==> config.mk <==
export PLATFORM = sky130hd
export DESIGN_NAME = fma_operand_sequencer
export DESIGN_NICKNAME = d
export VERILOG_FILES = /design/src/rtl/fma_operand_sequencer.sv
export SDC_FILE = /design/constraint.sdc
export NUM_CORES = 1
export LEC_CHECK = 0
export BUFFER_PORTS_ARGS = -buffer_cell sky130_fd_sc_hd__buf_2
export CAP_MARGIN = 20
export CORE_MARGIN = 1.5
export CORE_UTILIZATION = 52
export DETAILED_ROUTE_END_ITERATION = 10
export PLACE_DENSITY = 0.82
export SYNTH_ARGS = -nofsm -noshare
export SYNTH_HDL_FRONTEND = slang
export SYNTH_SLANG_ARGS = --single-unit
export TNS_END_PERCENT = 50
==> constraint.sdc <==
create_clock -name clk -period 6 [get_ports clk]
set_clock_uncertainty 0.1 [all_clocks]
set_input_delay 0.6 -clock clk [delete_from_list [all_inputs] [get_ports clk]]
set_output_delay 0.6 -clock clk [all_outputs]
set_load 0.02 [all_outputs]
==> src/rtl/fma_operand_sequencer.sv <==
// Operand sequencer in front of the serial-load FP fma unit.
// Replays {a,b,c} onto float_in, waits for the result, returns it.
module fma_operand_sequencer #(
  parameter int FP_WIDTH       = 32,
  parameter int TIMEOUT_CYCLES = 40,
  parameter int RECOVER_CYCLES = 2
) (
  input  logic                clk,
  input  logic                rst,
  input  logic                in_valid,
  output logic                in_ready,
  input  logic [FP_WIDTH-1:0] in_a,
  input  logic [FP_WIDTH-1:0] in_b,
  input  logic [FP_WIDTH-1:0] in_c,
  output logic                fma_start,
  output logic [FP_WIDTH-1:0] fma_float_in,
  input  logic [FP_WIDTH-1:0] fma_float_out,
  input  logic                fma_error,
  input  logic                fma_ready,
  output logic                out_valid,
  input  logic                out_ready,
  output logic [FP_WIDTH-1:0] out_result,
  output logic                out_error,
  output logic                out_timeout,
  output logic                busy
);

  localparam int CW =
    $clog2(TIMEOUT_CYCLES + RECOVER_CYCLES + 1);

  typedef enum logic [2:0] {
    S_IDLE,
    S_SEND_A,
    S_SEND_B,
    S_SEND_C,
    S_WAIT,
    S_RECOVER,
    S_RESULT
  } state_t;

  state_t              r_state;
  state_t              w_next;
  logic [CW-1:0]       r_cnt;
  logic [FP_WIDTH-1:0] r_b;
  logic [FP_WIDTH-1:0] r_c;
  logic                r_err;
  logic                r_fma_start;
  logic [FP_WIDTH-1:0] r_float_in;
  logic                r_out_valid;
  logic [FP_WIDTH-1:0] r_out_result;
  logic                r_out_error;
  logic                r_out_timeout;

  logic w_in_send;
  logic w_err_now;
  logic w_wait_hit;
  logic w_rec_done;
  logic w_accept;
  logic w_done;

  assign w_in_send  = (r_state == S_SEND_A) ||
                      (r_state == S_SEND_B) ||
                      (r_state == S_SEND_C);
  assign w_err_now  = r_err | (w_in_send & fma_error);
  assign w_wait_hit = (r_cnt == CW'(TIMEOUT_CYCLES - 1));
  assign w_rec_done = (r_cnt == CW'(RECOVER_CYCLES - 1));
  assign w_accept   = (r_state == S_IDLE) && in_valid;
  assign w_done     = (r_state == S_RESULT) &&
                      r_out_valid && out_ready;

  assign in_ready     = (r_state == S_IDLE);
  assign busy         = (r_state != S_IDLE);
  assign fma_start    = r_fma_start;
  assign fma_float_in = r_float_in;
  assign out_valid    = r_out_valid;
  assign out_result   = r_out_result;
  assign out_error    = r_out_error;
  assign out_timeout  = r_out_timeout;

  // State register.
  always_ff @(posedge clk) begin
    if (!rst) r_state <= S_IDLE;
    else      r_state <= w_next;
  end

  // Next-state decode.
  always_comb begin
    w_next = r_state;
    unique case (r_state)
      S_IDLE:    if (in_valid) w_next = S_SEND_A;
      S_SEND_A:  w_next = S_SEND_B;
      S_SEND_B:  w_next = S_SEND_C;
      S_SEND_C:  w_next = w_err_now ? S_RECOVER : S_WAIT;
      S_WAIT:    if (fma_ready || w_wait_hit) w_next = S_RESULT;
      S_RECOVER: if (w_rec_done) w_next = S_RESULT;
      S_RESULT:  if (w_done) w_next = S_IDLE;
      default:   w_next = S_IDLE;
    endcase
  end

  // Operand hold and sticky error latch across the SEND cycles.
  always_ff @(posedge clk) begin
    if (!rst) begin
      r_b   <= '0;
      r_c   <= '0;
      r_err <= 1'b0;
    end else if (w_accept) begin
      r_b   <= in_b;
      r_c   <= in_c;
      r_err <= 1'b0;
    end else if (w_in_send) begin
      r_err <= w_err_now;
    end
  end

  // fma bus drive, registered from the state being entered.
  always_ff @(posedge clk) begin
    if (!rst) begin
      r_fma_start <= 1'b0;
      r_float_in  <= '0;
    end else begin
      r_fma_start <= (w_next == S_SEND_A);
      unique case (w_next)
        S_SEND_A: r_float_in <= in_a;
        S_SEND_B: r_float_in <= r_b;
        S_SEND_C: r_float_in <= r_c;
        default:  r_float_in <= '0;
      endcase
    end
  end

  // Dwell counter for WAIT and RECOVER, cleared on entry.
  always_ff @(posedge clk) begin
    if (!rst) begin
      r_cnt <= '0;
    end else if ((r_state == w_next) &&
                 ((r_state == S_WAIT) ||
                  (r_state == S_RECOVER))) begin
      r_cnt <= r_cnt + CW'(1);
    end else begin
      r_cnt <= '0;
    end
  end

  // Result capture and output handshake.
  always_ff @(posedge clk) begin
    if (!rst) begin
      r_out_valid   <= 1'b0;
      r_out_result  <= '0;
      r_out_error   <= 1'b0;
      r_out_timeout <= 1'b0;
    end else begin
      if (r_state == S_WAIT) begin
        if (fma_ready) begin
          r_out_result <= fma_float_out;
        end else if (w_wait_hit) begin
          r_out_result  <= '1;
          r_out_timeout <= 1'b1;
        end
      end
      if ((r_state == S_RECOVER) && w_rec_done) begin
        r_out_result <= '1;
        r_out_error  <= 1'b1;
      end
      if ((w_next == S_RESULT) && (r_state != S_RESULT)) begin
        r_out_valid <= 1'b1;
      end
      if (w_done) begin
        r_out_valid   <= 1'b0;
        r_out_error   <= 1'b0;
        r_out_timeout <= 1'b0;
      end
    end
  end

endmodule
# After elaboration in Yosys (flattened, before gate mapping)
# Cells that the tools add are included.
# totals
register_bits	142
in_bits	134
out_inout_bits	70
word_cells	60
# classes
addsub	1
n_eq_ne	14
mux	11
bitwise_logic	4
n_reduce_logical	19
# ops
operator	n
$mux 32	4
$pmux 32 s3	1
$pmux 3 s7	1
$eq 3x2->1 const B	4
$eq 3x3->1 const B	4
$mux 3	4
$add 6x1->6 const B	1
$eq 3x1->1 const B	2
$eq 6x1->1 const B	1
$eq 6x6->1 const B	1
$logic_and 1x1->1	6
$reduce_bool 3->1	2
$logic_or 1x1->1	4
$reduce_and 2->1	2
$reduce_or 2->1	2
$eq 3x3->1	1
$logic_not 3->1	1
$ne 3x3->1 const B	1
$reduce_and 3->1	1
$not 1->1	2
$reduce_bool 2->1	1
$and 1x1->1	1
$mux 1	1
$or 1x1->1	1

# Logic depth before layout (Yosys ltp)
# logic_depth
word_depth	10
ltp_mapped	7
mapped_depth_nobuf	6

# Worst setup path before layout
# Ideal clock, no wire load.
# synth_path
path_type	reg2reg
startpoint	register r_state[0]
endpoint	register r_float_in[10] (netlist: fma_float_in[10])
setup_time_ps	117
arrival_time_ps	1765
t_required_ps	5783
setup_slack_ps	4018
stages_incl_launch_ff	6
path_buffers	1
synth_period_minus_slack_ps	1982
path_cell_list	dfxtp_1 nor3_1 o32ai_1 o311a_1 buf_2 a32o_1
# synth_between
word_cells_on_any_way	23
classes_between	eq/ne: 9; mux: 7; bitwise: 2; reduce/logical: 5
# synth_rtl
element	line_no	text
from (decl)	41	state_t r_state;
from (signal assigned)	83	else r_state <= w_next;
$logic_not 3->1 *	-	
via in_ready	11	output logic in_ready,
$pmux 3 s7 *	89	unique case (r_state)
$eq 3x2->1 / $eq 3x1->1 (equally long branches)	123	unique case (w_next)
$pmux 32 s3 *	123	
to (signal assigned)	124	S_SEND_A: r_float_in <= in_a;
to (signal assigned)	125	S_SEND_B: r_float_in <= r_b;
to (signal assigned)	126	S_SEND_C: r_float_in <= r_c;
to (decl)	48	logic [FP_WIDTH-1:0] r_float_in;
# The timed path passes the listed nets; every way through them passes the cells marked *.
# A chain may end at the register's enable or synchronous reset.

==> impl_metrics.py <==
metrics = {
    "power_and_ir_drop": {
        "clockPowerShare_pct": 41.9,
        "leakage_nw": 3.06,
        "powerDensity_nw_per_um2": 363,
        "p_seq_share_pct": 42.3,
        "ir_worst_vdd_uv": 165,
        "p_comb_share_pct": 15.8,
        "p_switching_uw": 686,
        "switching_share_pct": 27.3,
        "p_int_mw": 1.83,
    },
    "synthesis": {
        "synth_edf_count": 0,
        "synth_nets": 689,
        "synth.ff_latch_count": 142,
        "synthFlopType": "dfxtp_1",
        "synth_cells": 553,
        "yosysWarnings": 0,
        "yosysUniqueCellTypes": 42,
        "syn-cell-area_um2": 5310,
        "yosysSeqAreaShare_pct": 53.5,
        "postSynth.asyncResetShare_pct": 0,
        "syn_area_per_cell_um2": 9.60,
    },
    "clock_tree": {
        "path_clk_slew_ps": 60,
        "clockBufferDepth": 2,
        "cts_tree": "built",
        "hold_buffers": 0,
        "cts_inserted_buffers": 17,
        "htreeDepth": 4,
        "cts-root-buf": "clkbuf_8",
        "post-cts-setup-buffers": 0,
        "cts.sinks": 142,
        "clk_latency_ps": 520,
        "cts_resized": 0,
    },
    "sta": {
        "maxSlewViolCount": 0,
        "final.setup.tns_ps": 0,
        "rsz0062_at_grt": "false",
        "tightest_slew_ps": 987,
        "clock.fmax_ghz": 0.376,
        "slew_headroom_pct": 34.1,
        "fin_crit_sh_pct": 44.3,
        "hold_violations": 0,
        "fin_crit_ps": 2660,
        "setup_viol": 0,
    },
    "drt": {
        "drtPass1Iterations": 7,
        "ant_nets": 0,
        "vias_per_cell": 5.60,
        "wl_per_cell_um": 15.7,
        "num_vias": 4905,
        "drt_iter0_drc": 248,
        "drt_wl_total_um": 13800,
        "route.detailed.drc": 0,
    },
    "worst_setup_path": {
        "cp-start-kind": "primary input",
        "r2r_slack_ps": 3410,
        "endpoint": "fma_float_in[14]$_SDFF_PN0_",
        "cp-end-kind": "flip-flop",
        "worst-setup-path-type": "primary input to flip-flop",
        "critPathArrivalTime_ps": 3010,
        "slowest_stage": "o311a_1",
        "startpoint": "rst",
        "path_cells": "buf_2 > buf_12 > inv_2 > o32ai_1 > o311a_1 > buf_4 > a32o_1",
        "reg2reg_to": "fma_float_in[12]$_SDFF_PN0_",
        "worst-path-max-fanout": 36,
        "reg2reg_from": "r_state[0]$_SDFF_PN0_",
        "critPathMaxStageDelay_ps": 700,
        "r2r_cells": 5,
        "crit_required_ps": 6350,
    },
    "die": {
        "die_w_um": 104,
        "start_util_pct": 54.1,
        "die_area_um2": 10800,
        "pin_count": 204,
        "die_h_um": 104,
        "placementRows": 36,
        "core_um2": 9820,
    },
    "global_route": {
        "overflow": 0,
        "antenna_found_initial": 1,
        "grt.total_usage_pct": 25.3,
        "grt_max_degree": 97,
        "grt_pass1_wl_um": 22100,
        "grt_pass1_vias": 4489,
    },
    "place": {
        "dp_hpwl_um": 9160,
        "gp_congestion": 0.768,
        "io_buffers": 203,
    },
    "final_layout": {
        "nNetsFinal": 867,
        "diodes": 0,
        "drive_gt1_share_pct": 37.6,
        "fin_util_pct": 70.5,
        "syn_to_final_growth_pct": 30.3,
    },
    "hold_path": {
        "holdPathStages": 3,
        "hp-class": "primary input to flip-flop",
    },
    "status": {
        "outcome": "completed",
    },
    "job": {
        "max_cap_violations": 0,
    },
}
cell type report:
| cell class | instances | area, µm² |
|---|---|---|
| fillers | 768 | 2900 |
| clock inverters | 12 | 161 |
| clock buffers | 19 | 442 |
| well taps | 133 | 166 |
| repair buffers | 211 | 1100 |
| flip-flops and latches | 142 | 2840 |
| inverters | 6 | 22.5 |
| multi-input cells | 353 | 2190 |
layer usage:
layer	track usage, %	wire length, µm
met3	7.27	1130
met2	39.7	6470
met5	0	11
met4	10.8	242
met1	32.6	5910
sequential cells by signal, indices dropped and copies added (netlist names):
| name | cells |
|---|---|
| fma_float_in | 32 |
| r_state | 3 |
| r_err | 1 |
| out_timeout | 1 |
| out_result | 32 |
| r_b | 32 |
| out_valid | 1 |
| fma_start | 1 |
| r_c | 32 |
| out_error | 1 |
| r_cnt | 6 |
kinds of logic (layout without fill, tap and decap cells):
| logic type | Yosys count | after routing | synth area share [%] |
|---|---|---|---|
| adder cells (fa/ha/maj) | 2 | 2 | 0.471 |
| AND/OR/NAND/NOR | 166 | 166 | 13.0 |
| buffers and inverters | 58 | 248 | 5.37 |
| flip-flops | 142 | 142 | 53.5 |
| XOR/XNOR | 4 | 4 | 0.660 |
| AO/OA/AOI/OAI | 181 | 181 | 27.0 |
worst max-delay path: cells and delay by family:
family	cells	cell delay [ps]
AOI/OAI and AO/OA	3	1190
buffers and inverters	4	1210
through the flow:
| stage | instance area (µm²) | total power, mW | setup slack [ps] | hold WS, ps | cells |
|---|---|---|---|---|---|
| final | 6920 | 2.51 | 3340 | 214 | 876 |
| after global routing | 6920 | 2.62 | 3200 | 204 | 876 |
| after CTS | 6900 | 2.53 | 3380 | 194 | 875 |
| after detailed placement | 6300 | 1.48 | 2880 | 337 | 844 |
| after global placement | 6280 | 1.46 | 2750 | 331 | 843 |
| after floorplan | 5310 | 1.35 | 4020 | 333 | 553 |
Yosys cell counts (2+ instances only):
cell type	count	area share [%]
a211oi_1	3	0.42
a21oi_1	67	6.3
a22o_1	32	5.3
a32o_1	32	6.0
and2_1	3	0.35
and3_1	2	0.24
buf_2	15	1.4
buf_4	7	0.99
buf_6	3	0.64
clkbuf_1	27	1.9
dfxtp_1	142	54
ha_1	2	0.47
inv_1	5	0.35
nand2_1	133	9.4
nand3_1	4	0.38
nor2_1	14	0.99
nor3_1	2	0.19
o21ai_0	3	0.28
o21ba_2	2	0.38
o221a_1	5	1.1
o221a_2	27	5.7
xnor2_1	2	0.33
xor2_1	2	0.33
cells in the final DEF, fill, tap and decap left out, types with 2 or more instances in the layout:
cell type / count
a211oi_1: 3
a32o_1: 32
buf_4: 6
and3_1: 2
clkbuf_8: 3
clkinvlp_4: 3
o21ba_2: 2
and2_1: 2
clkbuf_16: 16
xnor2_1: 2
buf_2: 203
inv_6: 2
clkinv_4: 3
a22o_1: 32
a21oi_1: 67
ha_1: 2
nand2_1: 132
nand3_1: 4
o221a_2: 27
dfxtp_1: 142
nor2_1: 13
o21ai_0: 3
xor2_1: 2
inv_1: 5
bufinv_16: 3
nor3_1: 2
o221a_1: 5
how the worst min path moves through the flow:
stage / from / end
after floorplan: r_cnt[0]$_SDFF_PN0_ / r_cnt[0]$_SDFF_PN0_
after global placement: out_timeout$_SDFFE_PP0P_ / out_timeout$_SDFFE_PP0P_
after detailed placement: out_timeout$_SDFFE_PP0P_ / out_timeout$_SDFFE_PP0P_
after CTS: in_c[12] / r_c[12]$_SDFFE_PN0P_
after global routing: in_c[19] / r_c[19]$_SDFFE_PN0P_
final: in_c[12] / r_c[12]$_SDFFE_PN0P_
power groups by stage:
stage	Combinational (mW)	Clock (mW)	Sequential, mW
detailed placement	0.393	0	1.08
global route	0.433	1.11	1.07
CTS	0.398	1.07	1.06
global placement	0.385	0	1.08
floorplan	0.244	0	1.11
finish	0.397	1.05	1.06
Power figures use the tool's default switching activity.
